--- config.mk ---
export PLATFORM = sky130hd
export DESIGN_NAME = edge_frame_writer
export DESIGN_NICKNAME = d
export VERILOG_FILES = /design/src/rtl/edge_frame_writer.sv
export SDC_FILE = /design/constraint.sdc
export NUM_CORES = 1
export LEC_CHECK = 0
export ABC_AREA = 1
export BUFFER_PORTS_ARGS = -buffer_cell sky130_fd_sc_hd__buf_2
export CORE_MARGIN = 3
export CORE_UTILIZATION = 50
export DETAILED_ROUTE_END_ITERATION = 7
export HOLD_SLACK_MARGIN = 0.02
export PLACE_DENSITY_LB_ADDON = 0.05
export SYNTH_ARGS = -nofsm -noshare
export SYNTH_HDL_FRONTEND = slang
export SYNTH_SLANG_ARGS = --single-unit
--- constraint.sdc ---
create_clock -name clk -period 1.91 [get_ports clk]
set_input_delay 0.382 -clock clk [delete_from_list [all_inputs] [get_ports clk]]
set_output_delay 0.382 -clock clk [all_outputs]
set_load 0.005 [all_outputs]
--- src/rtl/edge_frame_writer.sv ---
// edge_frame_writer: turns the aligned edge-pixel stream into linear frame-buffer writes with geometry checks
module edge_frame_writer #(
    parameter int COLS   = 320,
    parameter int ROWS   = 240,
    parameter int PIX_W  = 8,
    parameter int ADDR_W = 17
) (
    input  logic              clk,
    input  logic              rst_n,
    input  logic              fsync_in,
    input  logic              rsync_in,
    input  logic [PIX_W-1:0]  pix_in,
    input  logic              bin_mode_in,
    input  logic [PIX_W-1:0]  thresh_in,
    output logic              wr_en,
    output logic [ADDR_W-1:0] wr_addr,
    output logic [PIX_W-1:0]  wr_data,
    output logic              frame_done,
    output logic [8:0]        rows_written,
    output logic              err_short_line,
    output logic              err_long_line
);
    localparam int COL_W = $clog2(COLS + 1);
    localparam logic [COL_W-1:0]  COLS_C = COL_W'(COLS);
    localparam logic [8:0]        ROWS_C = 9'(ROWS);
    localparam logic [ADDR_W-1:0] STEP_C = ADDR_W'(COLS);

    typedef enum logic [1:0] {IDLE, ACTIVE, FULL} state_t;

    state_t            state_q, state_d;
    logic [COL_W-1:0]  col_q, col_d;
    logic [8:0]        rows_q, rows_d;
    logic [ADDR_W-1:0] base_q, base_d;
    logic [ADDR_W-1:0] wr_addr_q, wr_addr_d;
    logic [PIX_W-1:0]  wr_data_q, wr_data_d;
    logic              wr_en_q, wr_en_d;
    logic              frame_done_q, frame_done_d;
    logic              err_short_q, err_short_d;
    logic              err_long_q, err_long_d;
    logic              fsync_q, rsync_q, armed_q, armed_d;
    logic              fs_rise, fs_fall, line_end, pix_vld;

    always_comb begin
        // armed_q blocks a false rise when fsync is already high out of reset
        fs_rise      = fsync_in & ~fsync_q & armed_q;
        fs_fall      = ~fsync_in & fsync_q;
        line_end     = (~rsync_in & rsync_q) | (fs_fall & rsync_in);
        pix_vld      = fsync_in & rsync_in;
        armed_d      = armed_q | ~fsync_in;
        state_d      = state_q;
        col_d        = col_q;
        rows_d       = rows_q;
        base_d       = base_q;
        wr_addr_d    = wr_addr_q;
        wr_data_d    = wr_data_q;
        wr_en_d      = 1'b0;
        frame_done_d = 1'b0;
        err_short_d  = err_short_q;
        err_long_d   = err_long_q;
        if (state_q == IDLE) begin
            if (fs_rise) begin
                col_d       = '0;
                rows_d      = '0;
                base_d      = '0;
                wr_addr_d   = '0;
                err_short_d = 1'b0;
                err_long_d  = 1'b0;
                state_d     = ACTIVE;
            end
        end else begin
            if (state_q == ACTIVE) begin
                if (pix_vld && col_q < COLS_C) begin
                    wr_en_d   = 1'b1;
                    wr_addr_d = base_q + ADDR_W'(col_q);
                    wr_data_d = bin_mode_in ? ((pix_in >= thresh_in) ? '1 : '0) : pix_in;
                    col_d     = col_q + 1'b1;
                end else if (pix_vld) begin
                    err_long_d = 1'b1;
                end
                if (line_end) begin
                    err_short_d = err_short_q | (col_q < COLS_C);
                    col_d       = '0;
                    base_d      = base_q + STEP_C;
                    rows_d      = rows_q + 9'd1;
                    state_d     = (rows_q + 9'd1 == ROWS_C) ? FULL : ACTIVE;
                end
            end
            if (fs_fall) begin
                frame_done_d = 1'b1;
                state_d      = IDLE;
            end
        end
    end

    always_ff @(posedge clk or negedge rst_n) begin
        if (!rst_n) begin
            state_q      <= IDLE;
            col_q        <= '0;
            rows_q       <= '0;
            base_q       <= '0;
            wr_addr_q    <= '0;
            wr_data_q    <= '0;
            wr_en_q      <= 1'b0;
            frame_done_q <= 1'b0;
            err_short_q  <= 1'b0;
            err_long_q   <= 1'b0;
            fsync_q      <= 1'b0;
            rsync_q      <= 1'b0;
            armed_q      <= 1'b0;
        end else begin
            state_q      <= state_d;
            col_q        <= col_d;
            rows_q       <= rows_d;
            base_q       <= base_d;
            wr_addr_q    <= wr_addr_d;
            wr_data_q    <= wr_data_d;
            wr_en_q      <= wr_en_d;
            frame_done_q <= frame_done_d;
            err_short_q  <= err_short_d;
            err_long_q   <= err_long_d;
            fsync_q      <= fsync_in;
            rsync_q      <= rsync_in;
            armed_q      <= armed_d;
        end
    end

    assign wr_en          = wr_en_q;
    assign wr_addr        = wr_addr_q;
    assign wr_data        = wr_data_q;
    assign frame_done     = frame_done_q;
    assign rows_written   = rows_q;
    assign err_short_line = err_short_q;
    assign err_long_line  = err_long_q;
endmodule

==> qor.csv <==
stage,metric,value,unit
drt,final wirelength,8.12,mm
place,RePlAce Congestion,0.843,
place,I/O Buffers,58,
drt,drt initial violations,126,
sta,setup_tns,0,ns
setup_path,reg2reg end,wr_addr[15],
power_and_ir_drop,cell leakage power,2.19,nW
clock_tree,CTS tree,done,
drt,WL/cell,12.9,µm
cells_and_area,fill count,645,
sta,setup violators final,0,
cells_and_area,Layout Area Growth over Synthesis,17.4,%
logic_synthesis,library cells used by synthesis,34,
floorplan,Core Rows,30,
sta,Final Hold Fails,0,
flow_run,Max-cap violations,0,
logic_synthesis,post-synthesis cell count,462,
setup_path,crit end category,flip-flop,
grt,largest net degree at the start of global routing,64,
logic_synthesis,Syn Area/Cell,7.68,µm²
place,dpl hpwl,5.96,mm
logic_synthesis,most area-hungry cell type in the Yosys netlist,dfrtp_1,
logic_synthesis,Ys Warns,0,
floorplan,Initial Utilization,51.9,%
clock_tree,H-tree levels,3,
grt,antenna violations before repair,0,
clock_tree,total CTS buffers,9,
cells_and_area,register area,1580,µm²
floorplan,I/O pin cnt,59,
grt,first-pass GRT wire length,13.6,mm
cells_and_area,area occupied by multi-input gates,1670,µm²
power_and_ir_drop,PwrDens,1290,nW/µm²
logic_synthesis,syn nets,498,
setup_path,Setup crit start kind,flip-flop,
floorplan,die height,90.2,µm
floorplan,Die ar.,8140,µm²
power_and_ir_drop,total power,5.38,mW
drt,Post-route DRC,0,
sta,Slew @ Worst Pin,0.437,ns
grt,number of global-route vias before repair,2945,
logic_synthesis,area of the mapped netlist,3550,µm²
clock_tree,clk sinks,63,
floorplan,Die X,90.2,µm
hold_path,Hold Crit Class,input pin to async pin,
sta,Slew HR,70.8,%
logic_synthesis,post-synthesis register bit count,63,
sta,Final min period,1.73,ns
sta,Fmax achieved,578,MHz
grt,Overflow after GRT,0,
sta,RSZ-0062 raised after global routing,no,
setup_path,Worst Setup Path Type,flip-flop to flip-flop,
logic_synthesis,Synth top area share,44.5,%
floorplan,Core Area,6830,µm²
clock_tree,"Clk pin slew, worst setup/hold paths",0.08,ns
drt,Detail Route Antenna Nets,0,
logic_synthesis,dominant synthesized flop cell,dfrtp_1,
clock_tree,Root Buffer,clkbuf_8,
drt,vias per cell,5.04,
cells_and_area,Util after Layout,60.9,%
sta,Max Clock Skew,0.00971,ns
clock_tree,Post-CTS Setup Bufs,0,
clock_tree,CTS Buffer Depth,2,
setup_path,worst path arrival time,2.00,ns
setup_path,Crit path required time,2.19,ns
setup_path,r2r worst-path depth,9,
cells_and_area,nets@finish,563,
logic_synthesis,Post-synth ARST share,100,%
cells_and_area,fraction of layout cells with a size suffix above 1,18.2,%
cells_and_area,n_diodes,0,
sta,Tcrit/Tclk final,90.5,%
logic_synthesis,sequential area share after synthesis,44.5,%
setup_path,R2R setup slack,0.18,ns
clock_tree,Worst-Skew Late Latency,0.36,ns
setup_path,worst r2r src,base_q[8],
grt,All-Layer GR Usage,20.5,%
setup_path,worst-path fanout max,8,
drt,via count,3163,
sta,Max Slew Vio Count,0,
power_and_ir_drop,Max VDD drop,0.718,mV
logic_synthesis,"EDFF count, synth",0,
drt,total iterations of the first detailed-routing run,4,
logic_synthesis,top post-synthesis cells by area,"dfrtp_1 (44%), nand2_1 (13%), inv_1 (6.4%), ha_1 (5.3%), nand3_1 (4.8%)",
outcome,status,"finished, final reports clean",
clock_tree,hold_buf cts,0,
how the worst max path moves through the flow:
stage	endpoint	from	slack, ns	depth (start not counted)
3_3_place_gp	wr_addr[15]	base_q[8]	0.22	9
2_1_floorplan	wr_addr[15]	col_q[8]	0.46	9
4_1_cts	wr_addr[15]	base_q[8]	0.16	9
6_report	wr_addr[15]	base_q[8]	0.18	9
3_5_place_dp	wr_addr[15]	base_q[8]	0.18	9
5_1_grt	wr_addr[15]	base_q[8]	0.01	9
through the flow:
step	hold slack [ns]	instance area, µm²	worst slack (ns)	cells
2_1_floorplan	0.0864	3550	0.462	462
3_3_place_gp	0.422	3950	0.220	612
3_5_place_dp	0.418	3950	0.181	612
4_1_cts	0.0437	4160	0.160	628
5_1_grt	0.0434	4160	0.0124	628
6_report	0.00843	4160	0.181	628
metal layers:
| metal | vias up | track usage, % | routed length (µm) |
|---|---|---|---|
| li1 | 1638 | - | - |
| met1 | 1439 | 27.3 | 3860 |
| met2 | 71 | 32.8 | 3780 |
| met3 | 15 | 5.36 | 328 |
| met4 | 0 | 6.51 | 155 |
| met5 | - | 0 | 0 |
critical path: stages (launching register included):
cell and delay [ns]:
dfrtp_2 0.47, ha_1 0.31, inv_1 0.07, nor3_1 0.26, nand2_1 0.09, nand2_1 0.12
nand2_1 0.08, nand2_1 0.06, nand2_1 0.04, o21ai_0 0.14
synth_stat cells (3+ instances only):
cell type and number:
xor2_1 3, nor2_2 4, nor2_1 39, nor3_1 7, o21ai_0 31, o22ai_1 5
o21a_1 3, dfrtp_1 63, ha_1 15, buf_2 5, nand2_1 125, nand3_1 34
nand4_1 13, inv_1 60, nor2_4 3, a21oi_1 26
cell type report:
class                   instances  area share [%]
repair buffers                 64            8.36
well taps                      96            2.89
clock inverters                 6            2.04
inverters                      61            5.50
multi-input cells             328            40.2
clock buffers                  10            3.07
flip-flops and latches         63            37.9
layout by cell type, fill, tap and decap left out, types with 2 or more instances in the layout:
| cell type | synthesis | routed |
|---|---|---|
| o22ai_1 | 5 | 5 |
| clkbuf_8 | 0 | 9 |
| nor2_1 | 39 | 39 |
| o21bai_1 | 2 | 2 |
| clkinvlp_4 | 0 | 2 |
| nor3_1 | 7 | 7 |
| a22o_1 | 2 | 2 |
| inv_1 | 60 | 60 |
| o21ai_1 | 2 | 2 |
| nand3_1 | 34 | 34 |
| nor2_2 | 4 | 4 |
| dfrtp_1 | 63 | 62 |
| ha_1 | 15 | 15 |
| a21oi_1 | 26 | 26 |
| nand4_1 | 13 | 13 |
| o21ai_2 | 2 | 2 |
| clkinv_2 | 0 | 2 |
| o21ai_0 | 31 | 31 |
| xor2_1 | 3 | 3 |
| or2_2 | 2 | 2 |
| nor2_4 | 3 | 3 |
| bufinv_16 | 0 | 2 |
| buf_4 | 2 | 5 |
| nand2_2 | 2 | 2 |
| buf_2 | 5 | 58 |
| o21a_1 | 3 | 3 |
| nand2_1 | 125 | 125 |
cell families (layout without fill, tap and decap cells):
kind of cell | Yosys count | count (layout) | synth area share, %
AO/OA/AOI/OAI | 76 | 76 | 11.9
adder cells (fa/ha/maj) | 15 | 15 | 5.29
AND/OR/NAND/NOR | 233 | 233 | 29.1
flip-flops | 63 | 63 | 44.5
buffers and inverters | 71 | 141 | 8.33
XOR/XNOR | 4 | 4 | 0.988
where the power goes:
group,internal (mW),switching [mW],total [mW]
clock,0.730,0.551,1.28
combinational,0.750,1.23,1.98
sequential,1.74,0.386,2.12
total,3.22,2.16,5.38
state kept, by name, indices dropped and copies added, names as in the netlist, 2 cells and up:
signal / flops
rows_written: 9
base_q: 11
state_q: 2
wr_data: 8
col_q: 9
wr_addr: 17
timing repair:
action / CTS / global route
endpoints found under the hold margin: 0 / 0
endpoints found under the setup margin: 0 / 1
gates resized for setup: 0 / 1
Note: power is estimated with default switching activity, not from simulation.
